**src/rtl/ball_motion_pkg.sv**
```systemverilog
// ball_motion_pkg: playfield geometry, FSM encoding and velocity width shared by the ball and drawing stages.
package ball_motion_pkg;
  localparam int SCREEN_W  = 640;
  localparam int SCREEN_H  = 480;
  localparam int BLOB_SIZE = 8;
  localparam int VEL_W     = 5;
  localparam logic [1:0] ST_IDLE  = 2'd0;
  localparam logic [1:0] ST_RUN   = 2'd1;
  localparam logic [1:0] ST_DRAIN = 2'd2;
endpackage

```
**src/rtl/ball_motion_frame_tick_gen.sv**
```systemverilog
// frame_tick_gen: one registered pulse per frame, the cycle after the first vertical-blank line starts.
module frame_tick_gen
  import ball_motion_pkg::*;
(
  input  logic       clk,
  input  logic       reset,
  input  logic [9:0] hcount,
  input  logic [9:0] vcount,
  output logic       tick
);
  logic tick_q;
  always_ff @(posedge clk or posedge reset)
    if (reset) tick_q <= 1'b0;
    else       tick_q <= (hcount == 10'd0) && (vcount == 10'(SCREEN_H));
  assign tick = tick_q;
endmodule

```
**src/rtl/ball_motion.sv**
```systemverilog
// ball_motion: per-frame ball position with launch, gravity, wall reflection, paddle bounce and drain detection.
module ball_motion
  import ball_motion_pkg::*;
#(
  parameter int X_INIT   = 316,
  parameter int Y_INIT   = 400,
  parameter int GRAV_DIV = 4,
  parameter int MAX_VY   = 7
) (
  input  logic             clk,
  input  logic             reset,
  input  logic [9:0]       hcount,
  input  logic [9:0]       vcount,
  input  logic             enable,
  input  logic             launch,
  input  logic [VEL_W-1:0] vx_in,
  input  logic [VEL_W-1:0] vy_in,
  input  logic             bounce_up,
  output logic [9:0]       x_loc,
  output logic [9:0]       y_loc,
  output logic             ball_active,
  output logic             drain
);
  localparam logic signed [11:0] X_MAX  = 12'(SCREEN_W - BLOB_SIZE);
  localparam logic signed [11:0] Y_MAX  = 12'(SCREEN_H - BLOB_SIZE);
  localparam logic signed [11:0] VY_MAX = 12'(MAX_VY);
  logic                    tick;
  logic [1:0]              state_q, state_d;
  logic [9:0]              x_q, x_d, y_q, y_d;
  logic signed [VEL_W-1:0] vx_q, vx_d, vy_q, vy_d;
  logic [7:0]              gc_q, gc_d;
  logic                    latch_q, latch_d, active_q, drain_q;
  logic                    upd, grav;
  logic signed [11:0]      nx, ny, vyp, vyb;
  frame_tick_gen u_tick (
    .clk    (clk),
    .reset  (reset),
    .hcount (hcount),
    .vcount (vcount),
    .tick   (tick)
  );
  assign upd  = tick && enable && (state_q == ST_RUN);
  assign grav = gc_q == 8'(GRAV_DIV - 1);
  assign nx   = signed'({2'b00, x_q}) + 12'(vx_q);
  assign ny   = signed'({2'b00, y_q}) + 12'(vy_q);
  assign vyp  = ny < 0 ? -12'(vy_q) : 12'(vy_q);
  assign vyb  = (latch_q && vyp > 0) ? -vyp : vyp;
  always_comb begin
    state_d = state_q;
    x_d     = x_q;
    y_d     = y_q;
    vx_d    = vx_q;
    vy_d    = vy_q;
    gc_d    = gc_q;
    latch_d = bounce_up | (latch_q & ~upd);
    if (state_q == ST_IDLE && launch) begin
      state_d = ST_RUN;
      vx_d    = vx_in;
      vy_d    = vy_in;
      gc_d    = '0;
    end else if (upd && ny > Y_MAX) begin
      state_d = ST_DRAIN;
    end else if (upd) begin
      x_d  = nx < 0 ? 10'd0 : nx > X_MAX ? 10'(X_MAX) : 10'(nx);
      vx_d = (nx < 0 || nx > X_MAX) ? -vx_q : vx_q;
      y_d  = ny < 0 ? 10'd0 : 10'(ny);
      vy_d = VEL_W'(grav ? (vyb >= VY_MAX ? VY_MAX : vyb + 12'sd1) : vyb);
      gc_d = grav ? 8'd0 : gc_q + 8'd1;
    end else if (state_q == ST_DRAIN) begin
      state_d = ST_IDLE;
      x_d     = 10'(X_INIT);
      y_d     = 10'(Y_INIT);
      vx_d    = '0;
      vy_d    = '0;
    end
  end
  always_ff @(posedge clk or posedge reset)
    if (reset) begin
      state_q  <= ST_IDLE;
      x_q      <= 10'(X_INIT);
      y_q      <= 10'(Y_INIT);
      vx_q     <= '0;
      vy_q     <= '0;
      gc_q     <= '0;
      latch_q  <= 1'b0;
      active_q <= 1'b0;
      drain_q  <= 1'b0;
    end else begin
      state_q  <= state_d;
      x_q      <= x_d;
      y_q      <= y_d;
      vx_q     <= vx_d;
      vy_q     <= vy_d;
      gc_q     <= gc_d;
      latch_q  <= latch_d;
      active_q <= state_d == ST_RUN;
      drain_q  <= state_d == ST_DRAIN;
    end
  assign x_loc       = x_q;
  assign y_loc       = y_q;
  assign ball_active = active_q;
  assign drain       = drain_q;
endmodule
```
**config.mk**
```make
export PLATFORM = sky130hd
export DESIGN_NAME = ball_motion
export DESIGN_NICKNAME = d
export VERILOG_FILES = /design/src/rtl/ball_motion_pkg.sv /design/src/rtl/ball_motion_frame_tick_gen.sv /design/src/rtl/ball_motion.sv
export SDC_FILE = /design/constraint.sdc
export NUM_CORES = 1
export LEC_CHECK = 0
export ABC_AREA = 0
export CORE_AREA = 3 3 82 84
export CTS_CLUSTER_SIZE = 20
export DETAILED_ROUTE_END_ITERATION = 10
export DIE_AREA = 0 0 85 87
export DONT_BUFFER_PORTS = 1
export GPL_TIMING_DRIVEN = 0
export PLACE_DENSITY = 0.8
export SLEW_MARGIN = 20
export SYNTH_ARGS = -nofsm -noshare
export SYNTH_HDL_FRONTEND = slang
export SYNTH_SLANG_ARGS = --single-unit
```
**constraint.sdc**
```tcl
create_clock -name clk -period 6.8 [get_ports clk]
set_clock_uncertainty 0.1 [all_clocks]
set_input_delay 1.02 -clock clk [delete_from_list [all_inputs] [get_ports clk]]
set_output_delay 1.02 -clock clk [all_outputs]
set_load 0.02 [all_outputs]
```
==> flow_metrics.env <==
export IMPL_gp_congestion=0.9703
export IMPL_cts_clk_slew_worst_paths_ps=100
export IMPL_worstMarginPinSlew_ps=872.5
export IMPL_path_class="register to register"
export IMPL_antenna_left=0
export IMPL_htree_levels=2
export IMPL_antenna_found_initial=0
export IMPL_synth_seq_cells=44
export IMPL_cp_required_ps=6900
export IMPL_vias_per_cell=6.905
export IMPL_die_h_microns=87
export IMPL_drv_slew=0
export IMPL_setup_slack_ps=2467
export IMPL_total_power_w=0.001094
export IMPL_syn_nets=527
export IMPL_synth_edf_count=0
export IMPL_cp_end_kind="register"
export IMPL_cts_hold_buf=0
export IMPL_wl_per_cell_microns=18.72
export IMPL_core_area_sq_um=5991
export IMPL_ir_drop_uv=154.6
export IMPL_worstSetupStartpointType="register"
export IMPL_outcome="completed"
export IMPL_drive_above_1_share=0.1036
export IMPL_drtIter0Drc=222
export IMPL_start_util=0.6573
export IMPL_fmax_mhz=230.8
export IMPL_period_needed_ps=4333
export IMPL_synth_top_area_share=0.2288
export IMPL_finalHoldViolations=0
export IMPL_cts_tree="done"
export IMPL_root_buffer="clkbuf_8"
export IMPL_fin_tns_setup_ps=0
export IMPL_die_area_sq_um=7395
export IMPL_syn_avg_cell_area_sq_um=8.486
export IMPL_max_cap_violations=0
export IMPL_ys_seq_area_frac=0.2822
export IMPL_post_cts_setup_buffer_count=0
export IMPL_grt_max_degree=36
export IMPL_drt_total_wl_microns=10260
export IMPL_grt_overflow_total=0
export IMPL_rsz0062_at_grt="false"
export IMPL_syn_cell_area_sq_um=3938
export IMPL_port_buffers=0
export IMPL_synth_ff_type="dfrtp_1"
export IMPL_hold_path_class="input port to async pin"
export IMPL_async_reset_ff_frac=1.000
export IMPL_cts_resized=0
export IMPL_clock_latency_ps=320
export IMPL_grt_pass1_wl_microns=17090
export IMPL_crit_fanout=11
export IMPL_setup_violations=0
export IMPL_n_antenna_cell=0
export IMPL_syn2layout_area_growth_pct=5.370
export IMPL_slew_headroom=0.4139
export IMPL_rows=28
export IMPL_synthDistinctLibCells=83
export IMPL_timing_hold_ws_ps=407.7
export IMPL_synthCells=464
export IMPL_p_leak_nw=1.770
export IMPL_place_ws_ps=2570
export IMPL_cts_buffers=5
export IMPL_synth_largest_area_cell="dfrtp_1"
export IMPL_hpwl_microns=7789
export IMPL_io_pins=57
export IMPL_via_count=3784
export IMPL_ys_warn_count=0
export IMPL_grt_usage=0.2841
export IMPL_clock_sinks=44
export IMPL_grt_pass1_vias=3619
export IMPL_cp_arrival_ps=4430
export IMPL_p_per_area_nw_per_um2=263.7
export IMPL_finalCritPeriodShare=0.6373
export IMPL_nNetsFinal=535
export IMPL_die_w_microns=85
export IMPL_drc=0
export IMPL_synthTopCellsByArea="dfrtp_1 23%, ha_1 8.3%, dfstp_2 5.3%"
export IMPL_cts_buffer_depth=2
export IMPL_dr_pass1_iters=5
## layer usage
metal,share of wire,up-vias,wire length (microns),global-route usage
li1,-,1791,-,-
met1,0.42,1787,4311,0.3696
met2,0.47,195,4772,0.4746
met3,0.10,11,1065,0.06623
met4,0.010,0,106,0.07914
met5,0,-,0,0
## logic make-up after synthesis
group,Yosys count,synth area share
xor+xnor,13,0.02892
buf+inv,41,0.04671
fa+ha+maj,28,0.09279
simple gates,163,0.2205
mux,2,0.005084
compound gates,173,0.3238
flops,44,0.2822
## cell type report
cell class,instances,area (sq um)
multi-input combinational,379,2643
buffer,19,101.3
inverter,22,82.58
timing repair buffer,1,20.02
clock inverter,2,15.01
clock buffer,6,82.58
sequential,44,1111
fill,511,1842
tap,75,93.84
## placed cells by master, fill, tap and decap left out, drive strengths merged, types with 9 or more instances in the layout
master,Yosys,layout
o21ai,40,40
nand2,39,39
dfrtp,36,36
nor2,28,28
a21oi,26,26
ha,26,26
inv,22,22
nor3,17,17
clkbuf,9,15
nand3,13,13
o211ai,11,11
buf,10,11
nand2b,10,10
o31ai,10,10
a21o,9,9
and3,9,9
xnor2,9,9
a22o,9,9
a31oi,9,9
## flip-flops by register name (all words and copies together), names as in the netlist
name         flops
y_loc           10
gc_q             8
ball_active      1
vy_q             5
vx_q             5
x_loc           10
latch_q          1
state_q          2
drain            1
u_tick.tick      1
## where the power goes
| part | switching, W | internal (W) | leakage [nW] | total, W |
|---|---|---|---|---|
| registers | 0.0000336 | 0.000277 | 0.556 | 0.000310 |
| clock network | 0.000107 | 0.0000826 | 0.0434 | 0.000189 |
| logic | 0.000364 | 0.000230 | 1.17 | 0.000595 |
| total | 0.000504 | 0.000590 | 1.77 | 0.00109 |
## synth_stat cells (3+ instances only)
| cell | number |
|---|---|
| a21o_1 | 9 |
| o311ai_0 | 3 |
| o21bai_1 | 4 |
| inv_1 | 22 |
| clkbuf_1 | 9 |
| o2111ai_1 | 3 |
| a31oi_1 | 8 |
| nand2_1 | 39 |
| o21ai_1 | 12 |
| o2bb2ai_1 | 3 |
| nor2_1 | 27 |
| o31ai_1 | 7 |
| nand3_1 | 13 |
| or2_1 | 3 |
| a22o_1 | 9 |
| and3_1 | 9 |
| ha_1 | 26 |
| o21ai_0 | 26 |
| nand4_1 | 4 |
| xor2_1 | 4 |
| o211ai_1 | 11 |
| o31ai_2 | 3 |
| dfrtp_1 | 36 |
| and2_1 | 5 |
| xnor2_1 | 9 |
| nor4_1 | 8 |
| buf_2 | 6 |
| nand4b_1 | 4 |
| nor2b_1 | 5 |
| a21oi_1 | 26 |
| or3_1 | 6 |
| a211oi_1 | 8 |
| o21a_1 | 3 |
| a211o_1 | 4 |
| nor3_1 | 15 |
| dfstp_2 | 8 |
| nand2b_1 | 10 |
## per-stage QoR
stage	std cells	utilization	instance area, sq um
3_3_place_gp	539	0.6729	4031
5_1_grt	548	0.6926	4149
2_1_floorplan	464	-	3938
4_1_cts	548	0.6926	4149
6_report	548	0.6926	4149
3_5_place_dp	540	0.6763	4051
## critical path: stages, from the launching register on
cell	delay (ps)
dfrtp_1	710
ha_1	400
and2_4	200
a221o_1	380
o21ai_4	270
nand2_1	170
a311oi_2	410
xor2_1	250
ha_1	280
inv_1	50
or3_1	330
and4_1	200
o21bai_1	170
a2bb2oi_1	190
a31oi_1	100
## path summary, 6_finish.rpt
kind	startpoint	cells past startpoint	slack, ps	to
min in group clk	gc_q[3]	1	430	gc_q[3]
max reg2reg	vy_q[4]	14	2470	vy_q[3]
max	vy_q[4]	14	2470	vy_q[3]
min	reset	1	410	y_loc[6]
min reg2reg	gc_q[3]	1	430	gc_q[3]
max in group asynchronous	reset	2	5660	x_loc[8]
No activity file was read; power rests on OpenSTA's default activity.
